==> src/rtl/fdiv_pipe.sv <==
// fdiv_pipe: pipelined IEEE-754 single-precision divider.
// Stage 0 unpacks and classifies operands; every stage retires a share of the
// 26 restoring-division quotient bits (24 significand + guard + round), and the
// last stage also normalises, rounds to nearest-even and packs the result.
// A single global stall holds every stage while the output waits on out_ready.
module fdiv_pipe #(
    parameter int STAGES = 4,
    parameter int TAG_W  = 4
) (
    input  logic             clk,
    input  logic             rst,
    input  logic             in_valid,
    output logic             in_ready,
    input  logic [31:0]      x1,
    input  logic [31:0]      x2,
    input  logic [TAG_W-1:0] in_tag,
    output logic             out_valid,
    input  logic             out_ready,
    output logic [31:0]      y,
    output logic [TAG_W-1:0] out_tag
);

    localparam int QBITS = 26;
    localparam int BASE  = QBITS / STAGES;
    localparam int EXTRA = QBITS % STAGES;

    // Runs n restoring-division steps. The partial remainder stays below twice
    // the divisor, so 25 bits hold it; the quotient shifts in from the right.
    function automatic logic [50:0] div_steps(input logic [24:0] r_in,
                                              input logic [25:0] q_in,
                                              input logic [23:0] d,
                                              input int          n);
        logic [24:0] r;
        logic [25:0] q;
        r = r_in;
        q = q_in;
        for (int i = 0; i < QBITS; i++) begin
            if (i < n) begin
                if (r >= {1'b0, d}) begin
                    r = r - {1'b0, d};
                    q = {q[24:0], 1'b1};
                end else begin
                    q = {q[24:0], 1'b0};
                end
                r = {r[23:0], 1'b0};
            end
        end
        return {r, q};
    endfunction

    // Normalise a quotient in [0.5, 2), round to nearest-even and pack.
    // Overflow saturates to infinity; anything below the normal range flushes
    // to signed zero.
    function automatic logic [31:0] round_pack(input logic              s,
                                               input logic signed [9:0] e_in,
                                               input logic [25:0]       q,
                                               input logic              sticky);
        logic [22:0]       frac;
        logic              g;
        logic              rs;
        logic              inc;
        logic              cy;
        logic signed [9:0] e;
        if (q[25]) begin
            frac = q[24:2];
            g    = q[1];
            rs   = q[0] | sticky;
            e    = e_in;
        end else begin
            frac = q[23:1];
            g    = q[0];
            rs   = sticky;
            e    = e_in - 10'sd1;
        end
        inc        = g & (rs | frac[0]);
        {cy, frac} = {1'b0, frac} + {23'd0, inc};
        e          = e + $signed({9'd0, cy});
        if (e >= 10'sd255) begin
            return {s, 8'hFF, 23'h0};
        end else if (e <= 10'sd0) begin
            return {s, 31'h0};
        end
        return {s, e[7:0], frac};
    endfunction

    logic advance;
    assign advance  = out_ready || !out_valid;
    assign in_ready = advance;

    logic [7:0]        ex1;
    logic [7:0]        ex2;
    logic              sgn_in;
    logic signed [9:0] exp_in;
    logic              spc_in;
    logic [31:0]       spcv_in;

    assign ex1 = x1[30:23];
    assign ex2 = x2[30:23];

    // Classify operands; the first matching special case decides the result.
    always_comb begin
        sgn_in  = x1[31] ^ x2[31];
        exp_in  = $signed({2'b00, ex1}) - $signed({2'b00, ex2}) + 10'sd127;
        spc_in  = 1'b1;
        spcv_in = {sgn_in, 8'hFF, 23'h0};
        if (ex1 == 8'hFF || ex2 == 8'hFF) begin
            spcv_in = {sgn_in, 8'hFF, 23'h0};
        end else if (ex2 == 8'h00) begin
            spcv_in = x1;
        end else if (ex1 == 8'h00) begin
            spcv_in = {sgn_in, 31'h0};
        end else begin
            spc_in  = 1'b0;
            spcv_in = 32'h0;
        end
    end

    for (genvar k = 0; k < STAGES; k++) begin : g_stg
        // Leftover quotient bits go to the earliest stages.
        localparam int NB = BASE + ((k < EXTRA) ? 1 : 0);

        logic              vld_i;
        logic              sgn_i;
        logic              spc_i;
        logic signed [9:0] exp_i;
        logic [31:0]       spcv_i;
        logic [TAG_W-1:0]  tag_i;
        logic [24:0]       rem_i;
        logic [25:0]       quo_i;
        logic [23:0]       dvs_i;
        logic [24:0]       rem_o;
        logic [25:0]       quo_o;

        if (k == 0) begin : g_src
            assign vld_i  = in_valid;
            assign sgn_i  = sgn_in;
            assign spc_i  = spc_in;
            assign exp_i  = exp_in;
            assign spcv_i = spcv_in;
            assign tag_i  = in_tag;
            assign rem_i  = {2'b01, x1[22:0]};
            assign quo_i  = '0;
            assign dvs_i  = {1'b1, x2[22:0]};
        end else begin : g_src
            assign vld_i  = g_stg[k-1].g_mid.vld_q;
            assign sgn_i  = g_stg[k-1].g_mid.sgn_q;
            assign spc_i  = g_stg[k-1].g_mid.spc_q;
            assign exp_i  = g_stg[k-1].g_mid.exp_q;
            assign spcv_i = g_stg[k-1].g_mid.spcv_q;
            assign tag_i  = g_stg[k-1].g_mid.tag_q;
            assign rem_i  = g_stg[k-1].g_mid.rem_q;
            assign quo_i  = g_stg[k-1].g_mid.quo_q;
            assign dvs_i  = g_stg[k-1].g_mid.dvs_q;
        end

        assign {rem_o, quo_o} = div_steps(rem_i, quo_i, dvs_i, NB);

        if (k < STAGES - 1) begin : g_mid
            logic              vld_q;
            logic              sgn_q;
            logic              spc_q;
            logic signed [9:0] exp_q;
            logic [31:0]       spcv_q;
            logic [TAG_W-1:0]  tag_q;
            logic [24:0]       rem_q;
            logic [25:0]       quo_q;
            logic [23:0]       dvs_q;

            // Pipeline register for this stage; holds while the output is stalled.
            always_ff @(posedge clk or posedge rst) begin
                if (rst) begin
                    vld_q  <= 1'b0;
                    sgn_q  <= 1'b0;
                    spc_q  <= 1'b0;
                    exp_q  <= '0;
                    spcv_q <= '0;
                    tag_q  <= '0;
                    rem_q  <= '0;
                    quo_q  <= '0;
                    dvs_q  <= '0;
                end else if (advance) begin
                    vld_q  <= vld_i;
                    sgn_q  <= sgn_i;
                    spc_q  <= spc_i;
                    exp_q  <= exp_i;
                    spcv_q <= spcv_i;
                    tag_q  <= tag_i;
                    rem_q  <= rem_o;
                    quo_q  <= quo_o;
                    dvs_q  <= dvs_i;
                end
            end
        end else begin : g_last
            // Output register: final quotient bits, rounding and packing.
            always_ff @(posedge clk or posedge rst) begin
                if (rst) begin
                    out_valid <= 1'b0;
                    y         <= 32'h0;
                    out_tag   <= '0;
                end else if (advance) begin
                    out_valid <= vld_i;
                    if (vld_i) begin
                        out_tag <= tag_i;
                        y       <= spc_i ? spcv_i
                                         : round_pack(sgn_i, exp_i, quo_o, (rem_o != 25'd0));
                    end
                end
            end
        end
    end

endmodule

==> config.mk <==
export PLATFORM = sky130hd
export DESIGN_NAME = fdiv_pipe
export DESIGN_NICKNAME = d
export VERILOG_FILES = /design/src/rtl/fdiv_pipe.sv
export SDC_FILE = /design/constraint.sdc
export NUM_CORES = 2
export LEC_CHECK = 0
export ABC_AREA = 1
export BUFFER_PORTS_ARGS = -buffer_cell sky130_fd_sc_hd__buf_2
export CAP_MARGIN = 20
export CELL_PAD_IN_SITES_DETAIL_PLACEMENT = 2
export CELL_PAD_IN_SITES_GLOBAL_PLACEMENT = 2
export CORE_AREA = 2 2 387 389
export DETAILED_ROUTE_END_ITERATION = 8
export DIE_AREA = 0 0 389 391
export MAX_ROUTING_LAYER = met4
export PLACE_DENSITY = 0.9
export SYNTH_ARGS = -nofsm -noshare
export SYNTH_HDL_FRONTEND = slang
export SYNTH_SLANG_ARGS = --single-unit
==> constraint.sdc <==
create_clock -name clk -period 23 [get_ports clk]
set_input_delay 3.45 -clock clk [delete_from_list [all_inputs] [get_ports clk]]
set_output_delay 3.45 -clock clk [all_outputs]
set_load 0.01 [all_outputs]
* Word level (Yosys, flattened, before mapping)
Cells that the tools add are included.
** Storage, ports and cells
- Flip-flop bits (word level) :: 369
- Bits of input ports :: 72
- Output and inout bits :: 38
- Word-level logic and storage cells :: 180
** Cells by class
- Add/sub/neg operators :: 31
- Order comparisons :: 28
- Eq/ne operators :: 2
- Muxes and demuxes :: 78
- Bitwise gates (word level) :: 4
- Reduce and logical (&&, ||, !) cells :: 7
** Operators with widths (count)
- 25-bit by 24-bit greater-or-equal comparator with 1-bit output :: 25
- 24-bit two-way mux :: 26
- 24-bit subtractor :: 26
- 32-bit two-way mux :: 7
- 23-bit two-way mux :: 3
- 1-bit two-way mux :: 39
- 10-bit two-way mux :: 3
- 25-bit nonzero test :: 1
- 23-bit by 1-bit adder with 24-bit output :: 1
- 24-bit greater-or-equal comparator :: 1
- 8-bit equality test (second input constant) :: 2
- 8-bit zero test :: 2
- 10-bit by 2-bit adder with 10-bit output :: 1
- 9-bit by 8-bit adder with 10-bit output (second input constant) :: 1
- 10-bit by 9-bit greater-or-equal comparator with 1-bit output (second input constant) :: 1
- 10-bit by 1-bit less-or-equal comparator with 1-bit output (second input constant) :: 1
- 10-bit by 2-bit subtractor with 10-bit output (second input constant) :: 1
- 8-bit by 8-bit subtractor with 9-bit output :: 1
- 1-bit logical OR :: 2
- 1-bit OR :: 2
- 2-bit AND reduction :: 1
- 1-bit bitwise AND :: 1
- 1-bit zero test :: 1
- 1-bit bitwise XOR :: 1

* Longest topological paths before layout
- Depth after elaboration :: 28
- Gate-level depth with buffers :: 123

* Least setup slack after synthesis
Ideal clock, no wire load.
- Path kind :: in2reg
- From :: in x1[0]
- To :: reg g_stg[0].g_mid.rem_q[10]
- Arrival time :: 18896 ps
- Data required time :: 22882 ps
- Setup slack :: 3986 ps
- Stages on the path :: 113
- Path buffers :: 11
- Path through :: inv_1 ha_1 inv_1 fa_1 nand3_1 nand2_2 nand2_1 nand3_1 nand3_1 nand4_2 buf_4 clkbuf_1 o21ai_0 inv_1 ha_1 a21oi_1 a21boi_1 nand2_1 [77 not listed] inv_1 a31oi_1 o21ai_0 nand4_1 o211ai_1 a21oi_1 o21ai_0 a21oi_1 inv_1 a21oi_1 inv_1 a21oi_1 o41ai_1 nand3_4 buf_2 nand3_1 nand3_1 nand2_1
** Between the ends
- Word-level cells in the longest chain between the ends :: 14
- Elaborated cells on any way between the ends :: 21
- Classes of those cells :: add/sub: 7; order compare: 7; mux: 7
** RTL lines
- start: declaration :: line 14 : input logic [31:0] x1,
- 24-bit subtractor / 24-bit greater-or-equal comparator (equally long branches) :: line 40, 39
- 24-bit two-way mux * :: line 39 : if (r >= {1'b0, d}) begin
- 24-bit subtractor / 25-bit by 24-bit greater-or-equal comparator with 1-bit output (equally long branches) :: line 40, 39
- 24-bit two-way mux * :: line 39
- 24-bit subtractor / 25-bit by 24-bit greater-or-equal comparator with 1-bit output (equally long branches) :: line 40, 39
- 24-bit two-way mux * :: line 39
- 24-bit subtractor / 25-bit by 24-bit greater-or-equal comparator with 1-bit output (equally long branches) :: line 40, 39
- 24-bit two-way mux * :: line 39
- 24-bit subtractor / 25-bit by 24-bit greater-or-equal comparator with 1-bit output (equally long branches) :: line 40, 39
- 24-bit two-way mux * :: line 39
- 24-bit subtractor / 25-bit by 24-bit greater-or-equal comparator with 1-bit output (equally long branches) :: line 40, 39
- 24-bit two-way mux * :: line 39
- 24-bit subtractor / 25-bit by 24-bit greater-or-equal comparator with 1-bit output (equally long branches) :: line 40, 39
- 24-bit two-way mux * :: line 39
- end signal: assignment :: line 188 : rem_q <= rem_o;
- end: declaration :: line 165 : logic [24:0] rem_q;
Mark *: on every way between the ends. The rest lies on a longest branch, timed or not.
A chain may end at the register's enable or synchronous reset.

* Worst setup path after layout
- From :: reg g_stg[0].g_mid.dvs_q[19]
- To :: reg g_stg[1].g_mid.rem_q[4]
** Between the ends
- Word-level cells in the longest chain between the ends :: 14
- Elaborated cells on any way between the ends :: 21
- Classes of those cells :: add/sub: 7; order compare: 7; mux: 7
** RTL lines
- start: declaration :: line 167 : logic [23:0] dvs_q;
- start signal: assignment :: line 190 : dvs_q <= dvs_i;
- 24-bit subtractor / 25-bit by 24-bit greater-or-equal comparator with 1-bit output (equally long branches) :: line 40, 39
- 24-bit two-way mux :: line 39
- 24-bit subtractor / 25-bit by 24-bit greater-or-equal comparator with 1-bit output (equally long branches) :: line 40, 39
- 24-bit two-way mux :: line 39
- 24-bit subtractor / 25-bit by 24-bit greater-or-equal comparator with 1-bit output (equally long branches) :: line 40, 39
- 24-bit two-way mux :: line 39
- 24-bit subtractor / 25-bit by 24-bit greater-or-equal comparator with 1-bit output (equally long branches) :: line 40, 39
- 24-bit two-way mux :: line 39
- 24-bit subtractor / 25-bit by 24-bit greater-or-equal comparator with 1-bit output (equally long branches) :: line 40, 39
- 24-bit two-way mux :: line 39
- 25-bit by 24-bit greater-or-equal comparator with 1-bit output / 24-bit subtractor (equally long branches) :: line 39, 40
- 24-bit two-way mux :: line 39
- 24-bit subtractor / 25-bit by 24-bit greater-or-equal comparator with 1-bit output (equally long branches) :: line 40, 39
- 24-bit two-way mux * :: line 39
- end signal: assignment :: line 188
- end: declaration :: line 165
Marks and branches as above.

==> key figures <==
Detailed routing
  – Vias: 62497
  – Mean routed wirelength per cell: 27.34 um
  – Starting DRT DRC Count: 4549
  – Drt first pass iters: 6
  – ANT nets after route: 0
  – Via-per-instance ratio: 5.986
  – Post-route DRC: 0
  – WL final: 285400 um

CTS
  – Clk root buf: clkbuf_16
  – Clk slew on worst S/H paths: 0.08 ns
  – CTS sink cnt: 369
  – Clock latency at the later pin of the worst-skew pair: 0.67 ns
  – Max Root-Sink Buffers: 3
  – Inserted Clock Buffers: 47
  – CTS tree: built
  – CTS H-tree lvls: 2
  – Hold_buf cts: 0

STA
  – Slew Viols, Final: 0
  – Final hold violations: 0
  – Final setup fails: 0
  – Final period util: 96.20%
  – Fmax: 45.19 MHz
  – Final critical-path required period: 22.13 ns
  – Slew @ Worst Pin: 1.140 ns
  – Max_slew headroom: 23.98%
  – Clk_skew: 0.05841 ns

Floorplanning
  – Die height: 391 um
  – I/O pins: 110
  – Die area: 152100 um^2
  – Placeable Area: 148500 um^2
  – Die width: 389 um
  – Initial core utilization: 35.63%
  – Core Rows: 142

Global routing
  – Initial antenna violation count: 21
  – Largest net degree at the start of global routing: 219
  – Total track usage: 37.21%
  – Global route overflow: 0
  – First-pass GRT wire length: 428700 um
  – Vias in the first global route: 68966

Setup path
  – Startpoint types: register
  – CP peak stage delay: 0.51 ns
  – CP required: 23.48 ns
  – Most common cell on crit path: nand2_1
  – Register-to-register setup slack: 0.87 ns
  – Crit-path slowest cell: dfrtp_1
  – Reg2Reg Depth: 109
  – CP arrival: 22.61 ns
  – Max FO, Critical Path: 30
  – Worst r2r src: g_stg[0].g_mid.dvs_q[19]
  – Worst Setup End Kind: register
  – Kind of critical path: register to register
  – FF-to-FF End: g_stg[1].g_mid.rem_q[4]

Finish
  – Fill count: 18274
  – Share of cells above drive strength 1: 5.753%
  – P&R area growth vs syn: 8.171%
  – Commonest non-fill, non-tap cells in the layout: nand2_1 (2405), inv_1 (1089), a21oi_1 (711), o21ai_0 (674), ha_1 (609)
  – Post-Layout Cell Count: 10441
  – Final nets: 9133
  – Final instance area: 57250 um^2
  – Most common cell after layout, fill and taps aside: nand2_1

Placement
  – Placer Congestion: 0.9702
  – Placed Cells: 10331
  – Hpwl dp: 205500 um
  – Area after DPL: 55510 um^2
  – Port bufs: 109

Synthesis
  – Asr flop ratio synth: 100.0%
  – Dominant cell type by area after synthesis: dfrtp_1
  – Mapped Nets: 9101
  – Synth area leaders: dfrtp_1 (17%), nand2_1 (17%), ha_1 (14%), inv_1 (7.8%), a21oi_1 (6.7%)
  – Mapped Area: 52920 um^2
  – EDFF count, synth: 0
  – Post-synth cell types: 73
  – Synth Area per Inst: 6.290 um^2
  – Sequential share of the synthesized area: 17.45%
  – #FFs+latches synth: 369
  – Post-Syn Instances: 8414
  – Prevailing post-synth register cell: dfrtp_1
  – Syn. warnings: 0
  – Share of the synthesized area in the top cell type: 17.45%

Worst hold path
  – Hold Path Class: register to register
  – Hold endpoint: out_tag[3]
  – Hold Path Origin: g_stg[2].g_mid.tag_q[3]
  – Hold depth: 2

Run status
  – Status: finished clean

Flow run
  – Max Cap Violations: 0
cell type report:
type                    instances  area, um^2  area share (%)
diodes                         15       37.54         0.06557
clock buffers                  68        1376           2.404
clock inverters                17       167.7          0.2929
inverters                    1131        4302           7.514
multi-input cells            6701       38450           67.16
flip-flops and latches        369        9234           16.13
well taps                    1944        2432           4.249
repair buffers                196        1252           2.188
metal layers:
metal  GRT usage [%]  vias to the layer above  part of all wire [%]
met5               -                        -                     0
met4           22.46                        0                   7.1
met3           5.187                     1068                   5.0
met2           63.00                     2270                    48
met1           41.66                    31394                    40
li1                -                    27765                     -
worst max-delay path: cells and delay by family, from the launching register on:
kind            cells  cell delay (ns)
simple gates       44             6.53
flops               1             0.51
fa+ha+maj           7             2.45
buf+inv            18             2.98
compound gates     40             9.35
worst max path at each step:
stage,end,cells after the start,from
after floorplan,g_stg[0].g_mid.rem_q[10],113,x1[0]
after CTS,g_stg[1].g_mid.rem_q[10],103,g_stg[0].g_mid.dvs_q[16]
after global placement,g_stg[0].g_mid.rem_q[12],102,x2[1]
after global routing,g_stg[1].g_mid.rem_q[4],109,g_stg[0].g_mid.dvs_q[18]
final,g_stg[1].g_mid.rem_q[4],109,g_stg[0].g_mid.dvs_q[19]
after detailed placement,g_stg[0].g_mid.rem_q[21],99,x2[1]
registers in the layout (all words and copies together), names as in the netlist:
| register | cells |
|---|---|
| g_stg.g_mid.quo_q | 41 |
| out_valid | 1 |
| g_stg.g_mid.vld_q | 3 |
| g_stg.g_mid.spc_q | 3 |
| out_tag | 4 |
| g_stg.g_mid.rem_q | 72 |
| g_stg.g_mid.exp_q | 30 |
| y | 32 |
| g_stg.g_mid.sgn_q | 3 |
| g_stg.g_mid.spcv_q | 96 |
| g_stg.g_mid.tag_q | 12 |
| g_stg.g_mid.dvs_q | 72 |
timing repair:
| action | 4_1_cts | 5_1_grt |
|---|---|---|
| setup buffers | 0 | 7 |
| gates resized for setup | 0 | 31 |
| setup endpoints to repair | 0 | 69 |
per-stage QoR:
step | hold slack (ns) | utilization, % | setup WS, ns | TNS [ns]
floorplan | 0.4317 | - | 3.986 | 0
global placement | 0.4528 | 37.37 | 1.820 | 0
detailed placement | 0.4626 | 37.37 | 0.9639 | 0
CTS | 0.4889 | 38.41 | 0.04218 | 0
global route | 0.5104 | 38.54 | -0.05406 | -0.1036
finish | 0.4839 | 38.54 | 0.8732 | 0
logic make-up (layout without fill, tap and decap cells):
family                   Yosys count  count (layout)  share of synthesized area [%]
XOR/XNOR                         563             563                          9.317
AO/OA/AOI/OAI                   1784            1784                          18.43
AND/OR/NAND/NOR                 3732            3734                          30.06
buffers and inverters           1346            1412                          10.03
adder cells (fa/ha/maj)          615             615                          14.62
other                              0              15                              0
multiplexers                       5               5                        0.09457
flip-flops                       369             369                          17.45
Yosys cell counts (86+ instances only):
cell type,number
o21ai_0,681
xor2_1,296
nand3_1,538
a21oi_1,712
dfrtp_1,369
xnor2_1,267
inv_1,1095
nand4_1,93
ha_1,609
nor2_1,414
nand2_1,2405
o21ai_1,86
clkbuf_1,113
Power is not shown: default switching activity piles up to over one toggle a cycle in this logic, so the estimate is an artifact.
